==> src/rtl/anillo_ctrl.sv <==
// Ring sequencer for the systolic MAC PE array: parks the ring, aligns PE phase
// counters, prefetches coefficient columns and counts programmed rounds.
module anillo_ctrl #(
  parameter int N_PE   = 4,
  parameter int PH_W   = 2,
  parameter int ITER_W = 8
) (
  input  logic              clk,
  input  logic              reset,
  input  logic              start,
  input  logic              abort,
  input  logic [ITER_W-1:0] n_iter,
  output logic              busy,
  output logic              pe_reset,
  output logic [PH_W-1:0]   phase,
  output logic              coef_rd_en,
  output logic [PH_W-1:0]   coef_col,
  output logic              y_valid,
  output logic [ITER_W-1:0] round_cnt,
  output logic              done
);

  typedef enum logic [1:0] {
    IDLE = 2'd0,
    LOAD = 2'd1,
    RUN  = 2'd2,
    DONE = 2'd3
  } state_t;

  localparam logic [PH_W-1:0] PH_LAST = PH_W'(N_PE - 1);

  state_t            state_r, state_nx;
  logic              busy_r, busy_nx;
  logic              pe_reset_r, pe_reset_nx;
  logic [PH_W-1:0]   phase_r, phase_nx;
  logic              rd_en_r, rd_en_nx;
  logic [PH_W-1:0]   col_r, col_nx;
  logic              y_valid_r, y_valid_nx;
  logic [ITER_W-1:0] round_r, round_nx;
  logic              done_r, done_nx;
  logic [ITER_W-1:0] n_lat_r, n_lat_nx;

  logic [ITER_W-1:0] round_inc_s;
  logic [PH_W-1:0]   phase_inc_s;
  logic              last_round_s;

  assign round_inc_s  = round_r + ITER_W'(1);
  assign phase_inc_s  = phase_r + PH_W'(1);
  assign last_round_s = (round_inc_s == n_lat_r);

  // State and every output are registered together so outputs never glitch.
  always_ff @(posedge clk or negedge reset) begin
    if (!reset) begin
      state_r    <= IDLE;
      busy_r     <= 1'b0;
      pe_reset_r <= 1'b1;
      phase_r    <= '0;
      rd_en_r    <= 1'b0;
      col_r      <= '0;
      y_valid_r  <= 1'b0;
      round_r    <= '0;
      done_r     <= 1'b0;
      n_lat_r    <= '0;
    end else begin
      state_r    <= state_nx;
      busy_r     <= busy_nx;
      pe_reset_r <= pe_reset_nx;
      phase_r    <= phase_nx;
      rd_en_r    <= rd_en_nx;
      col_r      <= col_nx;
      y_valid_r  <= y_valid_nx;
      round_r    <= round_nx;
      done_r     <= done_nx;
      n_lat_r    <= n_lat_nx;
    end
  end

  // Next state plus the output values the next state will present.
  always_comb begin
    state_nx    = IDLE;
    busy_nx     = 1'b0;
    pe_reset_nx = 1'b1;
    phase_nx    = '0;
    rd_en_nx    = 1'b0;
    col_nx      = '0;
    y_valid_nx  = 1'b0;
    done_nx     = 1'b0;
    round_nx    = round_r;
    n_lat_nx    = n_lat_r;

    if (abort) begin
      state_nx = IDLE;
    end else begin
      case (state_r)
        IDLE: begin
          if (start) begin
            state_nx = LOAD;
            n_lat_nx = (n_iter == '0) ? ITER_W'(1) : n_iter;
            round_nx = '0;
            busy_nx  = 1'b1;
            rd_en_nx = 1'b1;
          end else begin
            state_nx = IDLE;
          end
        end
        LOAD: begin
          state_nx    = RUN;
          busy_nx     = 1'b1;
          pe_reset_nx = 1'b0;
          rd_en_nx    = 1'b1;
          col_nx      = PH_W'(1);
        end
        RUN: begin
          if (phase_r == PH_LAST) begin
            round_nx   = round_inc_s;
            y_valid_nx = 1'b1;
            pe_reset_nx = 1'b0;
            if (last_round_s) begin
              state_nx = DONE;
              done_nx  = 1'b1;
            end else begin
              state_nx = RUN;
              busy_nx  = 1'b1;
              rd_en_nx = 1'b1;
              col_nx   = PH_W'(1);
            end
          end else begin
            state_nx    = RUN;
            busy_nx     = 1'b1;
            pe_reset_nx = 1'b0;
            phase_nx    = phase_inc_s;
            col_nx      = phase_inc_s + PH_W'(1);
            // No prefetch is needed once the final phase of the final round starts.
            rd_en_nx    = ~((phase_inc_s == PH_LAST) && last_round_s);
          end
        end
        DONE: begin
          state_nx = IDLE;
        end
        default: begin
          state_nx = IDLE;
        end
      endcase
    end
  end

  assign busy       = busy_r;
  assign pe_reset   = pe_reset_r;
  assign phase      = phase_r;
  assign coef_rd_en = rd_en_r;
  assign coef_col   = col_r;
  assign y_valid    = y_valid_r;
  assign round_cnt  = round_r;
  assign done       = done_r;

endmodule

==> config.mk <==
export PLATFORM = sky130hd
export DESIGN_NAME = anillo_ctrl
export DESIGN_NICKNAME = d
export VERILOG_FILES = /design/src/rtl/anillo_ctrl.sv
export SDC_FILE = /design/constraint.sdc
export NUM_CORES = 1
export LEC_CHECK = 0
export BUFFER_PORTS_ARGS = -buffer_cell sky130_fd_sc_hd__clkbuf_2
export CORE_ASPECT_RATIO = 0.8
export CORE_UTILIZATION = 51
export CTS_BUF_LIST = sky130_fd_sc_hd__clkbuf_4 sky130_fd_sc_hd__clkbuf_8
export CTS_CLUSTER_SIZE = 20
export DETAILED_ROUTE_END_ITERATION = 8
export PLACE_DENSITY_LB_ADDON = 0.1
export SKIP_LAST_GASP = 1
export SLEW_MARGIN = 30
export SYNTH_ARGS = -nofsm -noshare
export SYNTH_HDL_FRONTEND = slang
export SYNTH_SLANG_ARGS = --single-unit
==> constraint.sdc <==
create_clock -name clk -period 2.05 [get_ports clk]
set_input_delay 0.1025 -clock clk [delete_from_list [all_inputs] [get_ports clk]]
set_output_delay 0.1025 -clock clk [all_outputs]
set_load 0.01 [all_outputs]
Yosys cells after proc, flatten, opt, wreduce, memory -nomap -nowiden
Index checks and enable logic that the tools add are counted.
{"block": "word_totals", "reg_bits": 27, "input_bits": 12, "out_inout_bits": 17}
{"block": "op_classes", "add_sub_neg": 3, "eq_ne": 8, "mux": 33, "bitwise_logic": 2, "n_reduce_logical": 7}
{"cell": "two-way mux 8 bit", "count": 3}
{"cell": "two-way mux 1 bit", "count": 18}
{"cell": "one-hot mux 8 bit (2 select lines)", "count": 1}
{"cell": "two-way mux 2 bit", "count": 7}
{"cell": "adder 8 x 1 -> 8 bit, second input constant", "count": 1}
{"cell": "equality test 2 bit, second input constant", "count": 4}
{"cell": "equality test 8 bit", "count": 1}
{"cell": "zero test 8 bit", "count": 1}
{"cell": "one-hot mux 2 bit (4 select lines)", "count": 1}
{"cell": "one-hot mux 1 bit (3 select lines)", "count": 2}
{"cell": "adder 2 x 1 -> 2 bit, second input constant", "count": 2}
{"cell": "!= test 2 bit, second input constant", "count": 2}
{"cell": "one-hot mux 2 bit (2 select lines)", "count": 1}
{"cell": "AND reduction 4 bit", "count": 1}
{"cell": "AND reduction 3 bit", "count": 1}
{"cell": "equality test 2 x 1 -> 1 bit, second input constant", "count": 1}
{"cell": "zero test 2 bit", "count": 1}
{"cell": "inverter 1 bit", "count": 2}
{"cell": "nonzero test 2 bit", "count": 1}
{"cell": "OR reduction 2 bit", "count": 1}
{"cell": "logical AND 1 bit", "count": 1}

Depth between registers and ports, before layout
Gate-level depths: netlist of run 1.
{"block": "logic_depth", "ltp_word": 7, "ltp_mapped": 9, "ltp_nobuf": 8}

Least setup slack after synthesis of run 1
Ideal clock, no wire load.
{"block": "synth_path", "path_kind": "reg-to-reg", "from": "register round_r[0], in the netlist round_cnt[0]", "to": "register done_r, in the netlist done", "t_arrival_ns": 1.981, "path_slack_ns": 0.001, "path_stages_with_launch": 7, "path_buffers": 0, "synth_period_minus_slack_ns": 2.049, "cell_sequence": "dfrtp_1 > ha_1 > xnor2_1 > xnor2_1 > or4_4 > a211oi_4 > and4bb_1"}
{"block": "synth_between", "elab_chain_cells": 6}
{"element": "start: declaration", "line_no": "39", "source": "logic [ITER_W-1:0] round_r, round_nx;"}
{"element": "start signal: assignment", "line_no": "72", "source": "round_r <= round_nx;"}
{"element": "adder 8 x 1 -> 8 bit", "line_no": "47", "source": "assign round_inc_s = round_r + ITER_W'(1);"}
{"element": "equality test 8 bit", "line_no": "49", "source": "assign last_round_s = (round_inc_s == n_lat_r);"}
{"element": "two-way mux 1 bit", "line_no": "118", "source": "if (last_round_s) begin"}
{"element": "two-way mux 1 bit", "line_no": "114", "source": "if (phase_r == PH_LAST) begin"}
{"element": "two-way mux 1 bit", "line_no": "94", "source": "case (state_r)"}
{"element": "two-way mux 1 bit", "line_no": "91", "source": "if (abort) begin"}
{"element": "named net done_nx", "line_no": "40", "source": "logic done_r, done_nx;"}
{"element": "end signal: assignment", "line_no": "73", "source": "done_r <= done_nx;"}
{"element": "end: declaration", "line_no": "40"}
The timed path passes the listed nets, and every way through them passes these cells.
A chain may end at the register's enable or synchronous reset.

Final worst setup path of run 1
{"block": "layout_path", "from": "register round_r[0], in the netlist round_cnt[0]", "to": "register busy_r, in the netlist busy"}
{"block": "layout_between", "elab_chain_cells": 6}
{"element": "adder 8 x 1 -> 8 bit", "line_no": "47"}
{"element": "equality test 8 bit", "line_no": "49"}
{"element": "two-way mux 1 bit", "line_no": "118"}
{"element": "two-way mux 1 bit", "line_no": "114"}
{"element": "one-hot mux 1 bit (3 select lines)", "line_no": "94"}
{"element": "two-way mux 1 bit", "line_no": "91"}
{"element": "named net busy_nx", "line_no": "33", "source": "logic busy_r, busy_nx;"}
{"element": "end signal: assignment", "line_no": "66", "source": "busy_r <= busy_nx;"}
{"element": "end: declaration", "line_no": "33"}
The timed path passes the listed nets, and every way through them passes these cells.

==> results.md, run 1 <==
* Commonest cells in the netlist: nand2_1 (27), dfrtp_1 (26), inv_1 (8)
* Worst Path Required at between 2 and 2.5 ns
* Root Buffer: clkbuf_4
* Setup TNS at 0 ns
* Post-synthesis mux area share at less than 1%
* First DRT Iteration DRCs at 64
* CTS tree: built
* Placed standard-cell area at 1689 um^2
* Setup violators final at 0
* Crit. Startpoint: round_cnt[0]
* Largest net degree at the start of global routing at 28
* Final Cycle Share at 96.62%
* P&R area growth vs syn at 24.31%
* Layout cells sized above 1 at a little under a quarter
* Die Height at 49.72 um
* Top_reg_cell synth: dfrtp_1
* Reg2Reg Setup Slack at between 0.06 and 0.07 ns
* Power share of the combinational group at 22.7%
* GRT overflow at 0
* Tightest Pin Transition at 0.6403 ns
* Share of power burned in registers at a little under three fifths
* Final instance area at 1804 um^2
* Worst Path Class, Setup: reg2reg
* Pre-Repair DR Iteration Count at 4
* Largest cells by area after synthesis: dfrtp_1 (45%), nand2_1 (7.0%), ha_1 (6.0%), xnor2_1 (3.6%), a21oi_1 (2.4%)
* Synth Instances at about 150
* Post-synth ARST share at 100.0%
* Net Count, Synth at about 170
* Avg Cell Area, Syn at 9.486 um^2
* HP Class: in2reg
* Max Cap Violations at 0
* Share of the synthesized area in the top cell type at between 40% and 50%
* Slew HR at 57.31%
* Total wire length at between 3 and 4 mm
* Residual DRC at 0
* Max Root-Sink Buffers at 2
* Fmax at 504.9 MHz
* Final ANT Viol Nets at 0
* Leak pwr at 0.9166 nW
* Critical Path End: busy
* Skew final at roughly 0.0050 ns
* Die area at just over 3000 um^2
* Internal Power at between 0.7 and 0.8 mW
* Cell with the most instances after synthesis: nand2_1
* IO Count at 29
* Switching share of power at between 30% and 40%
* Outcome: finished, final reports clean
* Tmin final at between 1.5 and 2 ns
* Number of enable flip-flop cells after synthesis at 0
* Crit end category: register
* Site row count at 16
* RSZ-0062 raised after global routing: no
* Largest family of logic cells by synthesized area: simple AND/OR/NAND/NOR gates
* CTS clk-pin slew, worst paths at around 0.14 ns
* XOR/XNOR Fraction of Synth Area at 6.034%
* Nets@finish at 218
* Via count at 1287
* All-Layer GR Usage at 25.97%
* P_sw at 0.3292 mW
* IO Port Bufs at 28
* Post-synthesis adder-cell area fraction at about 6.0%
* RR Startpoint: round_cnt[0]
* H-tree levels at 1
* Clock insertion delay at the later pin of the skew report at 0.33 ns
* Area leader, netlist: dfrtp_1
* Core box area at roughly 2600 um^2
* Antenna diodes at 0
* First-pass GRT wire length at 5.823 mm
* Synth Register Bits at 27
* Worst R2R End: busy
* Clock Sink Count at 27
* DR WL/cell at 14.01 um
* Initial core utilization at about 57%
* Clock power frac at around a fifth
* Peak supply drop at about 500 uV
* Synth Area in Simple Gates at between 20% and 30%
* CTS Buf Count at 3
* Initial antenna violation count at 0
* Crit path max fanout at 5
* Vias in the first global route at roughly 1.3k
* Drt via density at 5.500
* Ys Warns at 0
* Startpoint types: register
* Synth Area in Compound Gates at 15.60%
* HPWL after DPL at 2.490 mm
* Final total power at approximately 1.1 mW
* Fin. Hold Viols at 0
* Core Util, Final at 70.41%
* Netlist cell types at 42
* FF-to-FF path depth at 6
* Sequential fraction of the synthesis area at 46.64%
* Final Max Tran Viols at 0
* Pwr dens at 606.7 nW/um^2
* Worst Path Arrival at 2.19 ns
* Placer Congestion at slightly above 0.8
* Die W at 61.65 um
* Mapped Area at around 1500 um^2
## placed cells by master, fill, tap and decap left out, types with 2 or more instances in the layout
cell / count
a211oi_1: 2
a21o_1: 2
a21oi_1: 6
and2_1: 2
buf_4: 9
clkbuf_2: 28
clkbuf_4: 3
dfrtp_1: 26
dlygate4sd3_1: 8
ha_1: 7
inv_1: 8
nand2_1: 27
nand2b_1: 3
nand3_1: 4
nand3b_1: 2
nand4_1: 2
nor2_1: 7
nor2b_1: 3
nor3_1: 3
nor4_1: 2
o21ai_0: 7
o21ai_1: 2
o31ai_1: 3
or4_4: 2
xnor2_1: 6
xor2_1: 4
## area by class of cell
cell class / count / area [um^2]
clock buffer: 3 / 22.52
clock inverter: 1 / 5.005
fill: 219 / 758.2
inverter: 9 / 33.78
multi-input combinational: 113 / 733.2
sequential: 27 / 676.9
tap: 36 / 45.04
timing repair buffer: 45 / 287.8
## through the flow
step | setup WS, ns | instances | hold slack (ns)
floorplan | 0.0008764 | 153 | -0.1931
global placement | 0.1070 | 222 | 0.1551
detailed placement | 0.03595 | 222 | 0.1655
CTS | 0.004348 | 234 | 0.01795
global route | 0.005785 | 234 | 0.05064
finish | 0.06931 | 234 | 0.03388
## critical path: stages, from the launching register on
cell and delay (ns):
dfrtp_1 0.41, ha_1 0.23, xnor2_1 0.14, xnor2_1 0.13, or4_4 0.52, a211oi_4 0.26, a41oi_1 0.17
## how the worst min path moves through the flow
stage                   start            to  slack (ns)  cells after the start
floorplan               reset          busy       -0.19                      0
global placement        reset  round_cnt[2]        0.16                      1
detailed placement      reset  round_cnt[2]        0.17                      1
CTS                 n_iter[0]    n_lat_r[0]        0.02                      3
global route        n_iter[0]    n_lat_r[0]        0.05                      3
finish              n_iter[0]    n_lat_r[0]        0.03                      3
## cell families (layout without fill, tap and decap cells)
logic type,Yosys count,count (layout)
buffers and inverters,13,58
muxes,1,1
adders and majority gates,7,7
AOI/OAI and AO/OA,33,33
and+or+nand+nor,62,62
DFF,27,27
xor gates and xnor gates,10,10
## sequential cells by signal, indices dropped and copies added, names as in the netlist
register    count
state_r         2
pe_reset        1
coef_rd_en      1
busy            1
y_valid         1
round_cnt       8
n_lat_r         8
done            1
coef_col        2
phase           2
## metal layers
layer / vias to the layer above / GRT usage (%) / share of wire (%)
met1: 627 / 36.70 / 47
met4: 0 / 4.815 / 0.64
li1: 625 / - / -
met2: 31 / 41.04 / 48
met5: - / 0 / 0
met3: 4 / 5.512 / 3.5
## repair_timing
action                                  CTS  global route
endpoints found under the hold margin    33             0
gates resized for setup                   0             2
buffers inserted                          0             0
hold buffers                              8             0
endpoints found under the setup margin    0             8
## power groups by stage
stage / clock network [mW] / logic (mW) / registers [mW]
after floorplan: 0 / 0.153 / 0.620
after global placement: 0 / 0.218 / 0.624
after detailed placement: 0 / 0.230 / 0.626
after CTS: 0.239 / 0.243 / 0.615
after global routing: 0.258 / 0.282 / 0.623
final: 0.231 / 0.249 / 0.615
Power figures use the tool's default switching activity.
==> run 2: changes to the inputs <==
--- a/config.mk
+++ b/config.mk
@@ -12,6 +12,7 @@
 export CTS_CLUSTER_SIZE = 20
 export DETAILED_ROUTE_END_ITERATION = 8
 export PLACE_DENSITY_LB_ADDON = 0.1
+export SETUP_SLACK_MARGIN = 0.1
 export SKIP_LAST_GASP = 1
 export SLEW_MARGIN = 30
 export SYNTH_ARGS = -nofsm -noshare
==> run 2 against run 1 <==
Net effect: critical path depth decreased by 1; hold slack got worse by 0.0074 ns; utilization increased by 2.6 points; power increased by 3.1%.
==> results.md, run 2 (synthesis gave the netlist of run 1 again) <==
* Placer Congestion at 0.8329
* Leak pwr at 0.9308 nW
* Setup TNS at 0 ns
* Setup violators final at 0
* Initial core utilization at 56.64%
* Crit end category: register
* Place WS at 0.04900 ns
* P&R area growth vs syn at 28.97%
* Drt via density at 5.559
* GRT overflow at 0
* FF-to-FF path depth at 5
* Fmax at slightly above 500 MHz
* Final WS setup at between 0.1 and 0.15 ns
* Vias in the first global route at around 1.3k
* Die Height at 49.72 um
* Skew final at slightly above 0.006 ns
* Nets@finish at 220
* Die area at 3065 um^2
* Worst Path Arrival at 2.14 ns
* Worst Path Class, Setup: reg2reg
* Core box area at 2562 um^2
* Worst min-delay path startpoint: n_iter[0]
* Pwr dens at 603.2 nW/um^2
* Tightest Pin Transition at 0.6604 ns
* Worst Path Required at 2.26 ns
* Total wire length at 3.563 mm
* Hold Crit Endpoint: n_lat_r[0]
* HPWL after DPL at about 2.5 mm
* Max Cap Violations at 0
* Final ANT Viol Nets at 0
* Fin. Hold Viols at 0
* Min Hold Slack at 0.02644 ns
* Clock insertion delay at the later pin of the skew report at 0.33 ns
* First-pass GRT wire length at ~5.9 mm
* Most common cell after layout, fill and taps aside: clkbuf_2
* IO Port Bufs at 28
* Peak supply drop at around 480 uV
* Residual DRC at 0
* DR WL/cell at 15.10 um
* Slew HR at between 50% and 60%
* IO Count at 29
* CTS tree: built
* Worst R2R End: busy
* RSZ-0062 raised after global routing: yes
* Largest net degree at the start of global routing at 28
* Hold depth at 3
* Die W at 61.65 um
* Initial antenna violation count at 0
* Final Max Tran Viols at 0
* First DRT Iteration DRCs at 54
* Site row count at 16
* Via count at 1312
* CTS clk-pin slew, worst paths at 0.14 ns
* All-Layer GR Usage at 26.64%
* Antenna diodes at 0
* Final Cycle Share at 94.14%
* Pre-Repair DR Iteration Count at 4
* Root Buffer: clkbuf_4
* Layout cells sized above 1 at 27.50%
* CTS Buf Count at 3
* HP Class: in2reg
* Commonest cells after routing, fill and taps aside: clkbuf_2 (28), nand2_1 (27), dfrtp_1 (24), buf_4 (9)
* H-tree levels at 1
* Startpoint types: register
* Outcome: finished, final reports clean
* RR Startpoint: round_cnt[3]
* Max Root-Sink Buffers at 2
* Reg2Reg Setup Slack at 0.12 ns
* Clock Sink Count at 27
* Crit path max fanout at 5
* Tmin final at a little under 2 ns
* Core Util, Final at 73.05%
run 2: layout make-up:
type / count / area, um^2
Multi-Input combinational cell: 113 / 773.2
Inverter: 9 / 33.78
Timing Repair Buffer: 47 / 310.3
Clock buffer: 4 / 30.03
Fill cell: 218 / 690.7
Tap cell: 36 / 45.04
Sequential cell: 27 / 679.4
run 2: through the flow:
step	power, mW	instances	area [um^2]
floorplan	0.7722	153	1455
global placement	0.8425	220	1678
detailed placement	0.8581	220	1678
CTS	1.121	234	1838
global route	1.187	236	1872
finish	1.129	236	1872
run 2: repair_timing:
item / in CTS / in global routing
hold endpoints to repair: 33 / 0
pin swaps: 5 / 5
endpoints found under the setup margin: 9 / 8
gates resized for setup: 7 / 3
hold buffers: 8 / 0
setup buffers: 2 / 2
run 2: critical path, stage by stage, from the launching register on:
cell      delay [ns]
dfrtp_1         0.43
xor2_1          0.27
xnor2_2         0.11
or4_4           0.56
a211oi_4        0.28
a41oi_2         0.17
run 2: how the worst max path moves through the flow:
stage,start,end,slack [ns],cells after the start
floorplan,round_cnt[0],done,0.13,6
global placement,round_cnt[1],busy,0.13,6
detailed placement,round_cnt[1],busy,0.05,6
CTS,round_cnt[1],done,0.07,5
global route,round_cnt[1],busy,0.05,6
finish,round_cnt[3],busy,0.12,5
run 2: where the power goes:
group | internal [mW] | switching [mW]
Clock | 0.0896 | 0.157
Combinational | 0.120 | 0.142
Sequential | 0.578 | 0.0426
run 2: metal layers:
metal | vias to the layer above | GRT usage (%) | wire length [um]
li1 | 624 | - | -
met1 | 634 | 37.69 | 1522
met3 | 4 | 5.774 | 240
met4 | 0 | 8.148 | 25
met2 | 50 | 40.50 | 1775
met5 | - | 0 | 0
==> run 3: changes to the inputs <==
--- a/config.mk
+++ b/config.mk
@@ -6,8 +6,10 @@
 export NUM_CORES = 1
 export LEC_CHECK = 0
 export BUFFER_PORTS_ARGS = -buffer_cell sky130_fd_sc_hd__clkbuf_2
+export CELL_PAD_IN_SITES_DETAIL_PLACEMENT = 1
+export CELL_PAD_IN_SITES_GLOBAL_PLACEMENT = 2
 export CORE_ASPECT_RATIO = 0.8
-export CORE_UTILIZATION = 51
+export CORE_UTILIZATION = 31
 export CTS_BUF_LIST = sky130_fd_sc_hd__clkbuf_4 sky130_fd_sc_hd__clkbuf_8
 export CTS_CLUSTER_SIZE = 20
 export DETAILED_ROUTE_END_ITERATION = 8
==> run 3 against run 2 <==
Net effect: combinational power grew 2%; first-iteration DRC count shrank 15%; critical path depth is the same; maximum frequency grew 1.0%; utilization shrank 29 points; clock skew shrank 0.0043 ns; register-to-register slack gained 0.02 ns; clock power grew 28%; global-route usage shrank 8.9 points; count of clock-buffer cells in the layout is the same; sequential share of layout area shrank 0.55 points; critical endpoint is now state_r[0]; largest power group unchanged.
==> results.md, run 3 (synthesis gave the netlist of run 1 again) <==
* Initial antenna violation count at 0
* First DRT Iteration DRCs at 46
* Slew HR at 54.83%
* Worst R2R End: state_r[0]
* Peak supply drop at 361.7 uV
* Reg2Reg Setup Slack at between 0.1 and 0.15 ns
* Worst Path Required at 2.25 ns
* CTS tree: built
* Fmax at 523.5 MHz
* Antenna diodes at 0
* FF-to-FF path depth at 5
* Fin. Hold Viols at 0
* Crit path max fanout at 5
* CTS Buf Count at 3
* Clock insertion delay at the later pin of the skew report at ~0.27 ns
* Clock Sink Count at 27
* Root Buffer: clkbuf_8
* Outcome: finished, final reports clean
* Skew final at 0.001732 ns
* Layout cells sized above 1 at 32.49%
* WL met3 at 192 um
* Die W at 78.50 um
* P&R area growth vs syn at 30.95%
* Final Cycle Share at 93.18%
* Startpoint types: register
* Die area at 4961 um^2
* Post-Layout Cell Count at roughly 250
* Commonest cells after routing, fill and taps aside: clkbuf_2 (28), nand2_1 (27), dfrtp_1 (24), buf_4 (13)
* Site row count at 21
* First-pass GRT wire length at 6.775 mm
* Via count at ~1.3k
* All-Layer GR Usage at between 15 and 20%
* IO Port Bufs at 28
* Worst Path Class, Setup: reg2reg
* IO Count at 29
* Initial core utilization at 33.48%
* Nets@finish at ~220
* Core Util, Final at 43.84%
* Die Height at ~63 um
* HPWL after DPL at 3.037 mm
* Min Hold Slack at 0.04530 ns
* Total wire length at ~4 mm
* HP Class: in2reg
* Drt via density at 4.965
* Crit. Startpoint: round_cnt[3]
* Placer Congestion at 0.8913
* Pwr dens at 631.4 nW/um^2
* Largest net degree at the start of global routing at 28
* Final Max Tran Viols at 0
* Met1 WL at 1.991 mm
* Met2 Routed Length at 1.762 mm
* Setup TNS at 0 ns
* DR WL/cell at 15.61 um
* Final ANT Viol Nets at 0
* H-tree levels at 1
* RR Startpoint: round_cnt[3]
* Max Cap Violations at 0
* Leak pwr at 0.9355 nW
* Final WS setup at 0.1398 ns
* Pre-Repair DR Iteration Count at 4
* Critical Path End: state_r[0]
* Max Root-Sink Buffers at 2
* Worst Path Arrival at 2.11 ns
* Place WS at approximately 0.062 ns
* Vias in the first global route at between 1k and 1.5k
* Crit end category: register
* Setup violators final at 0
* Residual DRC at 0
* CTS clk-pin slew, worst paths at 0.09 ns
* Placed cells at 243
* GRT overflow at 0
* Fill cells at between 500 and 600
* Core box area at 4335 um^2
* Top Layer Used: met4
* Most common cell after layout, fill and taps aside: clkbuf_2
* Tightest Pin Transition at 0.6775 ns
* Tmin final at approximately 1.9 ns
* RSZ-0062 raised after global routing: yes
run 3: cell types whose count changed in the layout (fill, tap and decap cells not counted), sizes merged:
cell | before | now
buf | 11 | 15
dlygate4sd3 | 8 | 1
run 3: worst min-delay path by stage:
stage	startpoint	to	slack (ns)	depth (start not counted)
floorplan	reset	busy	-0.19	0
global placement	reset	round_cnt[4]	0.17	1
detailed placement	reset	round_cnt[4]	0.18	1
CTS	n_iter[5]	n_lat_r[5]	0.04	3
global route	n_iter[5]	n_lat_r[5]	0.06	3
finish	n_iter[2]	n_lat_r[2]	0.05	3
run 3: power by group:
part / switching [mW] / leakage (nW) / internal (mW) / total, mW
clock network: 0.163 / 0.0262 / 0.152 / 0.315
logic: 0.146 / 0.555 / 0.119 / 0.266
registers: 0.0413 / 0.354 / 0.578 / 0.619
run 3: area by class of cell:
class	count	area, um^2	share of cell area [%]
Clock buffer	4	48.80	2.567
Inverter	9	33.78	1.777
Multi-Input combinational cell	113	797.0	41.94
Sequential cell	27	679.4	35.75
Tap cell	57	71.32	3.752
Timing Repair Buffer	44	270.3	14.22
run 3: metal layers:
metal  GRT usage, %  up-vias
met1          25.98      603
li1               -      622
met4          2.546        0
met5              0        -
met2          27.17       34
met3          3.913        2
run 3: repair_timing:
item                                   in CTS  in global routing
setup buffers                               4                  2
pin swaps                                   5                  3
gates resized for setup                    11                  5
hold buffers                                1                  0
endpoints found under the hold margin      26                  0
setup endpoints to repair                   9                  9
run 3: worst max-delay path: stages, from the launching register on:
cell and delay, ns:
dfrtp_2 0.44, xor2_2 0.20, xnor2_2 0.15, or4_4 0.55, a211oi_4 0.27, a31o_1 0.23
run 3: through the flow:
stage                     area (um^2)  power (mW)
after detailed placement         1719      0.8684
after global routing             1901       1.271
after global placement           1719      0.8539
after CTS                        1869       1.209
after floorplan                  1455      0.7722
final                            1901       1.200
